==> config.mk <==
export PLATFORM = sky130hd
export DESIGN_NAME = rng_stream_flat
export DESIGN_NICKNAME = d
export VERILOG_FILES = /design/src/rtl/rng_stream_if.sv /design/src/rtl/rng_stream.sv /design/src/flat_wrapper.sv
export SDC_FILE = /design/constraint.sdc
export NUM_CORES = 1
export LEC_CHECK = 0
export CAP_MARGIN = 20
export CELL_PAD_IN_SITES_DETAIL_PLACEMENT = 0
export CELL_PAD_IN_SITES_GLOBAL_PLACEMENT = 2
export CORE_MARGIN = 4
export CORE_UTILIZATION = 25
export CTS_CLUSTER_DIAMETER = 40
export DETAILED_ROUTE_END_ITERATION = 7
export PLACE_DENSITY_LB_ADDON = 0.1
export SYNTH_ARGS = -nofsm -noshare
export SYNTH_HDL_FRONTEND = slang
export SYNTH_SLANG_ARGS = --single-unit
==> constraint.sdc <==
create_clock -name clk -period 1.9 [get_ports clk]
set_input_delay 0.285 -clock clk [delete_from_list [all_inputs] [get_ports clk]]
set_output_delay 0.285 -clock clk [all_outputs]
set_load 0.05 [all_outputs]
==> src/rtl/rng_stream_if.sv <==
// Handshake bundle between the random-word source and its consumer.
// The master side is the generator; the slave side seeds, stalls and reads it.
interface rng_stream_if #(
  parameter int WIDTH = 64,
  parameter int CNT_W = 32
);
  logic             loadseed_i;
  logic [WIDTH-1:0] seed_i;
  logic             ready_i;
  logic             valid_o;
  logic [WIDTH-1:0] number_o;
  logic             busy_o;
  logic [CNT_W-1:0] count_o;

  modport master (
    input  loadseed_i, seed_i, ready_i,
    output valid_o, number_o, busy_o, count_o
  );

  modport slave (
    output loadseed_i, seed_i, ready_i,
    input  valid_o, number_o, busy_o, count_o
  );
endinterface

==> src/rtl/rng_stream.sv <==
// Galois LFSR random-word source with seed load, warm-up phase,
// zero-seed substitution, valid/ready output and delivered-word counter.
module rng_stream #(
  parameter int               WIDTH    = 64,
  parameter logic [WIDTH-1:0] TAPS     = WIDTH'(64'hD800000000000000),
  parameter int               STEPS    = 1,
  parameter int               WARMUP   = 4,
  parameter logic [WIDTH-1:0] ZERO_SUB = '1,
  parameter int               CNT_W    = 32
) (
  input  logic               clk,
  input  logic               reset,
  rng_stream_if.master       bus
);

  localparam int WU_W = (WARMUP > 0) ? $clog2(WARMUP + 1) : 1;
  localparam logic [WU_W-1:0] WU_LAST = WU_W'((WARMUP > 0) ? WARMUP - 1 : 0);

  typedef enum logic [1:0] {
    ST_IDLE,
    ST_WARMUP,
    ST_RUN
  } fsm_t;

  fsm_t             fsm_reg;
  logic [WIDTH-1:0] lfsr_reg;
  logic             valid_reg;
  logic             busy_reg;
  logic [CNT_W-1:0] count_reg;
  logic [WU_W-1:0]  wu_cnt_reg;

  logic [WIDTH-1:0] lfsr_next;
  logic [WIDTH-1:0] seed_value;
  logic             fire;

  // Unrolled step chain: stage gi+1 is one Galois right-shift step of stage gi.
  logic [WIDTH-1:0] step_chain [0:STEPS];

  assign step_chain[0] = lfsr_reg;

  generate
    for (genvar gi = 0; gi < STEPS; gi++) begin : g_step
      assign step_chain[gi+1] = step_chain[gi][0]
                              ? ((step_chain[gi] >> 1) ^ TAPS)
                              : (step_chain[gi] >> 1);
    end
  endgenerate

  assign lfsr_next  = step_chain[STEPS];
  assign seed_value = (bus.seed_i == '0) ? ZERO_SUB : bus.seed_i;
  assign fire       = (fsm_reg == ST_RUN) && valid_reg && bus.ready_i;

  always_ff @(posedge clk or negedge reset) begin
    if (!reset) begin
      fsm_reg    <= ST_IDLE;
      lfsr_reg   <= '0;
      valid_reg  <= 1'b0;
      busy_reg   <= 1'b0;
      count_reg  <= '0;
      wu_cnt_reg <= '0;
    end else if (bus.loadseed_i) begin
      // A load wins over a handshake on the same edge; that word is not counted.
      lfsr_reg   <= seed_value;
      count_reg  <= '0;
      wu_cnt_reg <= '0;
      valid_reg  <= 1'b0;
      if (WARMUP > 0) begin
        fsm_reg  <= ST_WARMUP;
        busy_reg <= 1'b1;
      end else begin
        fsm_reg  <= ST_RUN;
        busy_reg <= 1'b0;
      end
    end else begin
      case (fsm_reg)
        ST_IDLE: begin
          valid_reg <= 1'b0;
          busy_reg  <= 1'b0;
        end
        ST_WARMUP: begin
          lfsr_reg   <= lfsr_next;
          wu_cnt_reg <= wu_cnt_reg + 1'b1;
          if (wu_cnt_reg == WU_LAST) begin
            fsm_reg  <= ST_RUN;
            busy_reg <= 1'b0;
          end
        end
        ST_RUN: begin
          // First RUN cycle only raises valid; the word is offered from the next.
          if (!valid_reg) begin
            valid_reg <= 1'b1;
          end else if (fire) begin
            lfsr_reg  <= lfsr_next;
            count_reg <= count_reg + 1'b1;
          end
        end
        default: begin
          fsm_reg   <= ST_IDLE;
          valid_reg <= 1'b0;
          busy_reg  <= 1'b0;
        end
      endcase
    end
  end

  assign bus.valid_o  = valid_reg;
  assign bus.number_o = lfsr_reg;
  assign bus.busy_o   = busy_reg;
  assign bus.count_o  = count_reg;

endmodule

==> src/flat_wrapper.sv <==
// flat-port wrapper written by rule: the top's interface ports become plain ports
module rng_stream_flat 
#(
  parameter int               WIDTH    = 64,
  parameter logic [WIDTH-1:0] TAPS     = WIDTH'(64'hD800000000000000),
  parameter int               STEPS    = 1,
  parameter int               WARMUP   = 4,
  parameter logic [WIDTH-1:0] ZERO_SUB = '1,
  parameter int               CNT_W    = 32
)
  (clk, reset, bus_loadseed_i, bus_seed_i, bus_ready_i, bus_valid_o, bus_number_o, bus_busy_o, bus_count_o);
  rng_stream_if #(.WIDTH(WIDTH), .CNT_W(CNT_W)) bus_i ();
  input  logic clk;
  input  logic reset;
  input wire logic [$bits(bus_i.loadseed_i)-1:0] bus_loadseed_i;
  input wire logic [$bits(bus_i.seed_i)-1:0] bus_seed_i;
  input wire logic [$bits(bus_i.ready_i)-1:0] bus_ready_i;
  output wire logic [$bits(bus_i.valid_o)-1:0] bus_valid_o;
  output wire logic [$bits(bus_i.number_o)-1:0] bus_number_o;
  output wire logic [$bits(bus_i.busy_o)-1:0] bus_busy_o;
  output wire logic [$bits(bus_i.count_o)-1:0] bus_count_o;
  assign bus_i.loadseed_i = bus_loadseed_i;
  assign bus_i.seed_i = bus_seed_i;
  assign bus_i.ready_i = bus_ready_i;
  assign bus_valid_o = bus_i.valid_o;
  assign bus_number_o = bus_i.number_o;
  assign bus_busy_o = bus_i.busy_o;
  assign bus_count_o = bus_i.count_o;
  rng_stream #(.WIDTH(WIDTH), .TAPS(TAPS), .STEPS(STEPS), .WARMUP(WARMUP), .ZERO_SUB(ZERO_SUB), .CNT_W(CNT_W)) u_core (.clk(clk), .reset(reset), .bus(bus_i));
endmodule
==> impl_metrics.tcl <==
set metrics [dict create \
    ys_async_sr_fraction 1.000 \
    worst_slew_pin_slew_ps 632.1 \
    leakagePower_nw 3.840 \
    h-tree-depth 3 \
    synthCells 569 \
    cts_buffers 9 \
    crit_slowest_cell "clkdlybuf4s50_1" \
    cp_num_cells 1 \
    largest_register_ffs 64 \
    final_nets 879 \
    reg2reg_slack_ps 70 \
    io_pins 166 \
    row_count 53 \
    cp-end-kind "output pin" \
    wl_per_cell_microns 17.23 \
    power_w 0.008190 \
    synthDistinctLibCells 38 \
    ys_ff_latch 103 \
    required_ps 1620 \
    grt_pass1_vias 5304 \
    ant_nets 0 \
    synth_edf_count 0 \
    cp_num_buf_inv 1 \
    finalCriticalPeriod_ps 1869 \
    yosysWarningCount 0 \
    grt_overflow 0 \
    synth_area_sq_um 5309 \
    finalCritPeriodShare 0.9834 \
    drc 0 \
    grt_usage 0.1591 \
    startpoint "u_core.bus.number_o[58]$_DFFE_PN0P_" \
    clk_pin_slew_ps 70 \
    dp_hpwl_microns 13300 \
    pre_cts_ws_ps -697.8 \
    die_h_microns 153.7 \
    outcome "finished clean" \
    crit_fanout 3 \
    skew_ps 6.581 \
    crit_path_max_incr_delay_ps 830 \
    maxCapViolCount 0 \
    drive_above_1_share 0.3456 \
    hold_violations 0 \
    utilization 0.4036 \
    crit_type "register to output pin" \
    grt_max_degree 65 \
    syn_area_per_cell_sq_um 9.330 \
    r2r-end "u_core.bus.count_o[31]$_DFFE_PN0P_" \
    initial_utilization 0.2533 \
    ir_drop_mv 0.4440 \
    power_density_nw_per_um2 968.4 \
    firstDrtPassIters 4 \
    io_buffers 165 \
    hold_path.class "input port to register" \
    syn_to_final_growth_pct 59.30 \
    timing.fmax_ghz 0.5352 \
    layout_setup_ws_ps 31.46 \
    rsz0062_at_grt "true" \
    synthFlopType "dfrtp_1" \
    cts.sinks 103 \
    worst_ep_arrival_time_ps 1580 \
    root_buffer "clkbuf_16" \
    grt_pass1_wl_microns 30060 \
    relSlewSlack 0.5786 \
    ys_seq_area_frac 0.4855 \
    critPathTopFamily "buffers and inverters" \
    antenna_found_initial 2 \
    crit_end "bus_number_o[58]" \
    die_x_microns 153.7 \
    drt_iter0_markers 157 \
    vias_per_cell 4.645 \
    finalSetupViolations 0 \
    globalplace.congestion 0.7855 \
    fp.coreArea_sq_um 20960 \
    dieArea_sq_um 23630 \
    synth_nets 640 \
    cts_tree "built" \
    vias 5054 \
    diodes 0 \
    critPathLaunchType "register" \
    ff2ff_path_depth 5 \
    drv_slew 0 \
    worstPathCellList "clkdlybuf4s50_1" \
    clk_latency_ps 350 \
    postRouteWirelength_microns 18750 \
    clk_path_buf_depth 2 \
    reg2reg_from "u_core.bus.count_o[10]$_DFFE_PN0P_" \
]
repair_timing:
item                       CTS  global route
pin swaps                   40            23
gates resized for setup    116           104
hold endpoints to repair    20             0
cloned                       4             0
hold buffers                 1             0
setup endpoints to repair   73            96
setup buffers                8             4
cell usage in the layout (no fill, tap or decap), types with 3 or more instances in the layout:
| cell type | instances |
|---|---|
| dfrtp_2 | 22 |
| clkdlybuf4s15_1 | 10 |
| o31ai_1 | 3 |
| clkbuf_2 | 25 |
| dfrtp_1 | 81 |
| or3_1 | 3 |
| clkbuf_16 | 9 |
| nor3_1 | 69 |
| a21oi_1 | 10 |
| nor4_2 | 10 |
| nand4_1 | 16 |
| xnor2_1 | 7 |
| buf_16 | 4 |
| clkdlybuf4s50_1 | 41 |
| bufinv_16 | 3 |
| nand3_1 | 10 |
| buf_2 | 4 |
| nor4_4 | 8 |
| or4_1 | 3 |
| nor3_2 | 60 |
| nor2_1 | 158 |
| nand2_1 | 14 |
| dlygate4sd2_1 | 28 |
| nor2_2 | 3 |
| buf_12 | 8 |
| xor2_1 | 22 |
| inv_1 | 6 |
| buf_6 | 5 |
| dlymetal6s2s_1 | 30 |
| o21ai_0 | 3 |
| buf_4 | 105 |
metrics by stage:
| stage | hold WS (ps) | area [sq um] | std cells | TNS (ps) |
|---|---|---|---|---|
| floorplan | -10.59 | 5341 | 569 | -162.0 |
| global placement | 218.4 | 7814 | 1059 | -45080 |
| detailed placement | 219.0 | 7814 | 1059 | -46280 |
| CTS | 322.7 | 8377 | 1084 | 0 |
| global route | 222.3 | 8457 | 1088 | -209.5 |
| finish | 225.9 | 8457 | 1088 | 0 |
cell usage after synthesis (2+ instances only):
master,instances,area share
nor3_1,69,0.065
xnor2_1,7,0.012
buf_1,2,0.0014
dfrtp_1,103,0.49
or4_1,3,0.0042
xor2_1,22,0.036
nor3_2,61,0.12
o21ai_0,4,0.0038
nand2_1,14,0.0099
a21oi_1,10,0.0094
nor4_4,2,0.0080
clkbuf_1,25,0.018
nor2_2,2,0.0024
nand2b_1,2,0.0024
nor2_1,160,0.11
buf_6,6,0.013
or3_1,4,0.0047
o31ai_1,3,0.0042
nor4_1,17,0.020
and4_1,2,0.0033
ha_1,3,0.0071
nand3_1,11,0.010
and2_1,2,0.0024
inv_1,6,0.0042
nand4_1,16,0.019
tightest hold or removal path, stage by stage:
cell and delay, ps:
clkbuf_2 100, nor2_1 50, nor3_2 90
metal layers:
| metal | global-route usage | wire length, microns |
|---|---|---|
| met5 | 0 | 20 |
| met4 | 0.06056 | 364 |
| met3 | 0.03490 | 845 |
| met2 | 0.2638 | 9337 |
| met1 | 0.2032 | 8177 |
where the power goes:
| part | internal (W) | total (W) | switching [W] |
|---|---|---|---|
| clock | 0.00136 | 0.00223 | 0.000864 |
| sequential | 0.00254 | 0.00287 | 0.000328 |
| combinational | 0.00107 | 0.00309 | 0.00202 |
| total | 0.00497 | 0.00819 | 0.00322 |
layout make-up:
type | instances | area, sq um
timing repair buffer | 262 | 2416
inverter | 6 | 22.52
clock inverter | 5 | 103.9
sequential | 103 | 2605
fill | 2172 | 12500
tap | 275 | 344.1
clock buffer | 11 | 252.7
multi-input combinational | 426 | 2713
logic make-up (layout without fill, tap and decap cells):
| family | after synthesis | in the layout | synth area share |
|---|---|---|---|
| and+or+nand+nor | 373 | 373 | 0.3957 |
| DFF | 103 | 103 | 0.4855 |
| buffers and inverters | 40 | 284 | 0.03700 |
| xor gates and xnor gates | 29 | 29 | 0.04784 |
| AOI/OAI and AO/OA | 21 | 21 | 0.02687 |
| adders and majority gates | 3 | 3 | 0.007071 |
worst min path at each step:
stage | cells after the start | endpoint | slack (ps) | startpoint
floorplan | 0 | u_core.bus.busy_o$_DFFE_PN0P_ | -10 | reset
global placement | 1 | u_core.bus.number_o[56]$_DFFE_PN0P_ | 220 | reset
detailed placement | 1 | u_core.bus.number_o[56]$_DFFE_PN0P_ | 220 | reset
CTS | 3 | u_core.bus.number_o[9]$_DFFE_PN0P_ | 320 | bus_seed_i[9]
global route | 3 | u_core.bus.number_o[56]$_DFFE_PN0P_ | 220 | bus_seed_i[56]
finish | 3 | u_core.bus.number_o[56]$_DFFE_PN0P_ | 230 | bus_seed_i[56]
Power figures use the tool's default switching activity.
